--- src/rtl/utils_pkg.sv ---
// rtl/utils_pkg.sv - shared elaboration-time helper functions
package utils_pkg;

    function automatic bit is_pow2(input int unsigned value);
        return (value != 0) && ((value & (value - 1)) == 0);
    endfunction

endpackage

--- src/rtl/ring_buffer.sv ---
// rtl/ring_buffer.sv - single-clock register ring buffer with separate occupancy count
module ring_buffer #(
    parameter int Width = 8,
    parameter int Depth = 4
) (
    input  logic                         clk_i,
    input  logic                         rst_i,
    input  logic                         clear_i,
    input  logic                         push_i,
    input  logic [Width-1:0]             data_i,
    input  logic                         pop_i,
    output logic [Width-1:0]             data_o,
    output logic [$clog2(Depth+1)-1:0]   count_o
);

    localparam int PtrW = $clog2(Depth);
    localparam int CntW = $clog2(Depth + 1);

    logic [Width-1:0] mem_q [Depth];
    logic [PtrW-1:0]  head_q;
    logic [PtrW-1:0]  tail_q;
    logic [CntW-1:0]  count_q;
    logic             do_pop;

    // Popping an empty buffer is a no-op so callers need not gate pop_i.
    assign do_pop  = pop_i && (count_q != '0);
    assign data_o  = mem_q[head_q];
    assign count_o = count_q;

    always_ff @(posedge clk_i) begin
        if (rst_i) begin
            head_q  <= '0;
            tail_q  <= '0;
            count_q <= '0;
            for (int i = 0; i < Depth; i++) begin
                mem_q[i] <= '0;
            end
        end else if (clear_i) begin
            head_q  <= '0;
            tail_q  <= '0;
            count_q <= '0;
        end else begin
            if (push_i) begin
                mem_q[tail_q] <= data_i;
                tail_q        <= tail_q + 1'b1;
            end
            if (do_pop) begin
                head_q <= head_q + 1'b1;
            end
            if (push_i && !do_pop) begin
                count_q <= count_q + 1'b1;
            end else if (!push_i && do_pop) begin
                count_q <= count_q - 1'b1;
            end
        end
    end

endmodule

--- src/rtl/fifo_stream_reader.sv ---
// rtl/fifo_stream_reader.sv - turns the CDC FIFO read port into a prefetched valid/ready stream
module fifo_stream_reader
    import utils_pkg::*;
#(
    parameter int Width = 8,
    parameter int Depth = 4
) (
    input  logic                         clk_i,
    input  logic                         rst_i,
    input  logic                         fifo_valid_i,
    output logic                         fifo_req_o,
    input  logic [Width-1:0]             fifo_data_i,
    input  logic                         flush_i,
    output logic                         valid_o,
    input  logic                         ready_i,
    output logic [Width-1:0]             data_o,
    output logic [$clog2(Depth+1)-1:0]   count_o
);

    localparam int CntW = $clog2(Depth + 1);

    if (!is_pow2(Depth) || Depth < 2) begin : g_depth_check
        $error("fifo_stream_reader: Depth must be a power of 2 and at least 2");
    end

    logic            inflight_q;
    logic [CntW:0]   reserved;
    logic            push;
    logic            pop;

    // Every in-flight word already owns a slot, so the buffer can never overflow.
    assign reserved   = {1'b0, count_o} + {{CntW{1'b0}}, inflight_q};
    assign fifo_req_o = fifo_valid_i && !rst_i && !flush_i
                        && (reserved < (CntW + 1)'(Depth));

    assign valid_o = (count_o != '0);
    assign push    = inflight_q && !flush_i;
    assign pop     = valid_o && ready_i && !flush_i;

    always_ff @(posedge clk_i) begin
        if (rst_i || flush_i) begin
            inflight_q <= 1'b0;
        end else begin
            inflight_q <= fifo_req_o && fifo_valid_i;
        end
    end

    ring_buffer #(
        .Width (Width),
        .Depth (Depth)
    ) u_buffer (
        .clk_i   (clk_i),
        .rst_i   (rst_i),
        .clear_i (flush_i),
        .push_i  (push),
        .data_i  (fifo_data_i),
        .pop_i   (pop),
        .data_o  (data_o),
        .count_o (count_o)
    );

endmodule

--- config.mk ---
export PLATFORM = sky130hd
export DESIGN_NAME = fifo_stream_reader
export DESIGN_NICKNAME = d
export VERILOG_FILES = /design/src/rtl/utils_pkg.sv /design/src/rtl/ring_buffer.sv /design/src/rtl/fifo_stream_reader.sv
export SDC_FILE = /design/constraint.sdc
export NUM_CORES = 1
export LEC_CHECK = 0
export CORE_MARGIN = 2
export CORE_UTILIZATION = 48
export DETAILED_ROUTE_END_ITERATION = 8
export DONT_BUFFER_PORTS = 1
export PLACE_DENSITY = 0.7
export SKIP_LAST_GASP = 1
export SLEW_MARGIN = 20
export SYNTH_ARGS = -nofsm -noshare
export SYNTH_HDL_FRONTEND = slang
export SYNTH_SLANG_ARGS = --single-unit
--- constraint.sdc ---
create_clock -name clk_i -period 4.39 [get_ports clk_i]
set_clock_uncertainty 0.05 [all_clocks]
set_input_delay 0.878 -clock clk_i [delete_from_list [all_inputs] [get_ports clk_i]]
set_output_delay 0.878 -clock clk_i [all_outputs]
set_load 0.005 [all_outputs]
==> flow_metrics.tcl <==
set metrics [dict create \
    cp_max_fo 10 \
    leakage_nw 0.733 \
    crit_type "primary input to output port" \
    cp.buffers_inverters 0 \
    setup_ws_ps 1880 \
    die_area_sq_mm 0.00444 \
    multiInputGateArea_sq_um 687 \
    synth_cells 127 \
    setup_viol_count_final 0 \
    fill_cells 324 \
    whs_ps 488 \
    synth_ff_type "edfxtp_1" \
    p_sw_share_pct 21.1 \
    boundaryPins 26 \
    ys_ff_latch 42 \
    cts_max_level 2 \
    die_h_um 66.6 \
    overflow 0 \
    combPwrFrac_pct 4.1 \
    power_density_mw_per_mm2 354 \
    critPathSlowestCell "nor4b_1" \
    final_util_pct 53.9 \
    antennaDiodeCount 0 \
    rsz0062_at_grt "no" \
    worst_pin_slew_ps 655 \
    drv_slew 0 \
    min_path_type "register to register" \
    final-instance-count-excl-fill 178 \
    final_common_cell "edfxtp_1" \
    finalHoldViolations 0 \
    antenna_found_initial 0 \
    startpoint_type "primary input" \
    crit_arrival_ps 1580 \
    ctsHoldBuffers 0 \
    dp.cells 170 \
    port_buffers 0 \
    initial_core_util_pct 50.6 \
    syn_area_sq_mm 0.00188 \
    path_clk_slew_ps 70 \
    finalPower_mw 0.710 \
    ff_latch_area_sq_mm 0.00116 \
    async_reset_ff_share_pct 0 \
    cts_root_buf "clkbuf_8" \
    grt_pass1_wl_mm 5.49 \
    clkPwrFrac_pct 33.3 \
    coreArea_sq_mm 0.00372 \
    outcome "complete, no violations" \
    synth-edff-count 32 \
    cts_buffers 5 \
    yosysSeqAreaShare_pct 61.7 \
    tns_ps 0 \
    ant_nets 0 \
    fmax_ghz 0.399 \
    drive_above_1_share_pct 30.0 \
    timing.slew.headroom_pct 56.2 \
    fin_area_sq_mm 0.00200 \
    power.net_switching_mw 0.150 \
    synth_cell_types 31 \
    vdd_drop_max_mv 0.229 \
    vias 1009 \
    finalNetCount 144 \
    grt_max_degree 19 \
    fp.dieW_um 66.6 \
    drt_iter0_drc 67 \
    cts_tree "yes" \
    worstSetupEndpointType "output port" \
    cp.required_ps 3460 \
    gp_congestion 0.738 \
    grt_use_total_pct 17.7 \
    numClockSinks 42 \
    syn_avg_cell_area_sq_um 14.8 \
    cpLargestDelayFamily "simple AND/OR/NAND/NOR gates" \
    drc 0 \
    maxCapViolCount 0 \
    grt_pass1_vias 1128 \
    sequentialPowerShare_pct 62.6 \
    wl_mm 3.39 \
    routedWlPerCell_um 19.0 \
    p_int_mw 0.560 \
    post-place-ws_ps 1810 \
    cts_setup_buffers 0 \
    clockBufferDepth 2 \
    insertion_delay_ps 290 \
    period_share_pct 57.1 \
    yosys_warnings 0 \
    min_period_ps 2510 \
    num_rows 22 \
    area_growth_syn_to_layout_pct 6.52 \
    ctsResizeCount 0 \
    cp_cell_sequence "or2_1 -> nor4b_1" \
    syn-num-nets 142 \
    max_stage_delay_ps 370 \
    mostFrequentLayoutCells "32 x edfxtp_1, 16 x and2_1, 10 x dfxtp_1" \
    first_pass_iters 4 \
    avgViaCountPerCell 5.67 \
    place_area_sq_mm 0.00192 \
    place_hpwl_mm 2.34 \
]
## tightest hold or removal path, stage by stage, from the launching register on
cell and delay [ps]:
dfxtp_1 330, xor2_1 70, nor2_1 100
## registers in the layout, indices dropped and copies added (netlist names), named ones only
register and count:
u_buffer.mem_q 32, u_buffer.head_q 2, u_buffer.tail_q 2, inflight_q 1, u_buffer.count_o 3
## power groups by stage
stage,clock (mW),combinational (mW),sequential [mW]
2_1_floorplan,0,0.0243,0.451
3_3_place_gp,0,0.0286,0.453
3_5_place_dp,0,0.0294,0.454
4_1_cts,0.242,0.0295,0.445
5_1_grt,0.257,0.0318,0.446
6_report,0.237,0.0290,0.445
## synthesized netlist by cell type, types with 3 or more instances
library cell / count / area share [%]
xor2_1: 4 / 1.9
a31o_2: 3 / 1.4
and2_1: 16 / 5.3
and3_2: 9 / 3.6
and2_2: 8 / 3.2
nor2_1: 8 / 1.6
mux4_2: 8 / 9.6
edfxtp_1: 32 / 51
inv_1: 3 / 0.60
dfxtp_1: 10 / 11
## area by class of cell
class / count / share of cell area [%]
flip-flops and latches: 42 / 57.9
multi-input cells: 77 / 34.3
clock buffers: 5 / 3.43
well taps: 48 / 3.00
clock inverters: 3 / 0.811
inverters: 3 / 0.562
## cells by family (layout without fill, tap and decap cells)
kind of cell | after synthesis | in the layout | synth area share [%]
simple gates | 52 | 52 | 18.7
flops | 42 | 42 | 61.7
mux | 9 | 9 | 10.1
compound gates | 8 | 8 | 3.19
buf+inv | 8 | 11 | 1.79
xor+xnor | 6 | 6 | 2.79
fa+ha+maj | 2 | 2 | 1.73
## path summary, 6_finish.rpt
check / start / to / slack, ps / depth (start not counted)
worst max-delay path: flush_i / fifo_req_o / 1880 / 2
worst min-delay path: u_buffer.head_q[1]$_SDFFE_PP0P_ / u_buffer.head_q[1]$_SDFFE_PP0P_ / 490 / 2
worst max register to register: u_buffer.count_o[0]$_SDFFE_PP0P_ / u_buffer.count_o[2]$_SDFFE_PP0P_ / 2030 / 8
worst min register to register: u_buffer.head_q[1]$_SDFFE_PP0P_ / u_buffer.head_q[1]$_SDFFE_PP0P_ / 490 / 2
## layer usage
| layer | track usage (%) | wire length [um] | vias to the layer above |
|---|---|---|---|
| li1 | - | - | 476 |
| met1 | 21.3 | 1490 | 500 |
| met2 | 29.3 | 1640 | 28 |
| met3 | 6.76 | 202 | 5 |
| met4 | 5.87 | 51 | 0 |
| met5 | 0 | 0 | - |
Power figures use the tool's default switching activity.
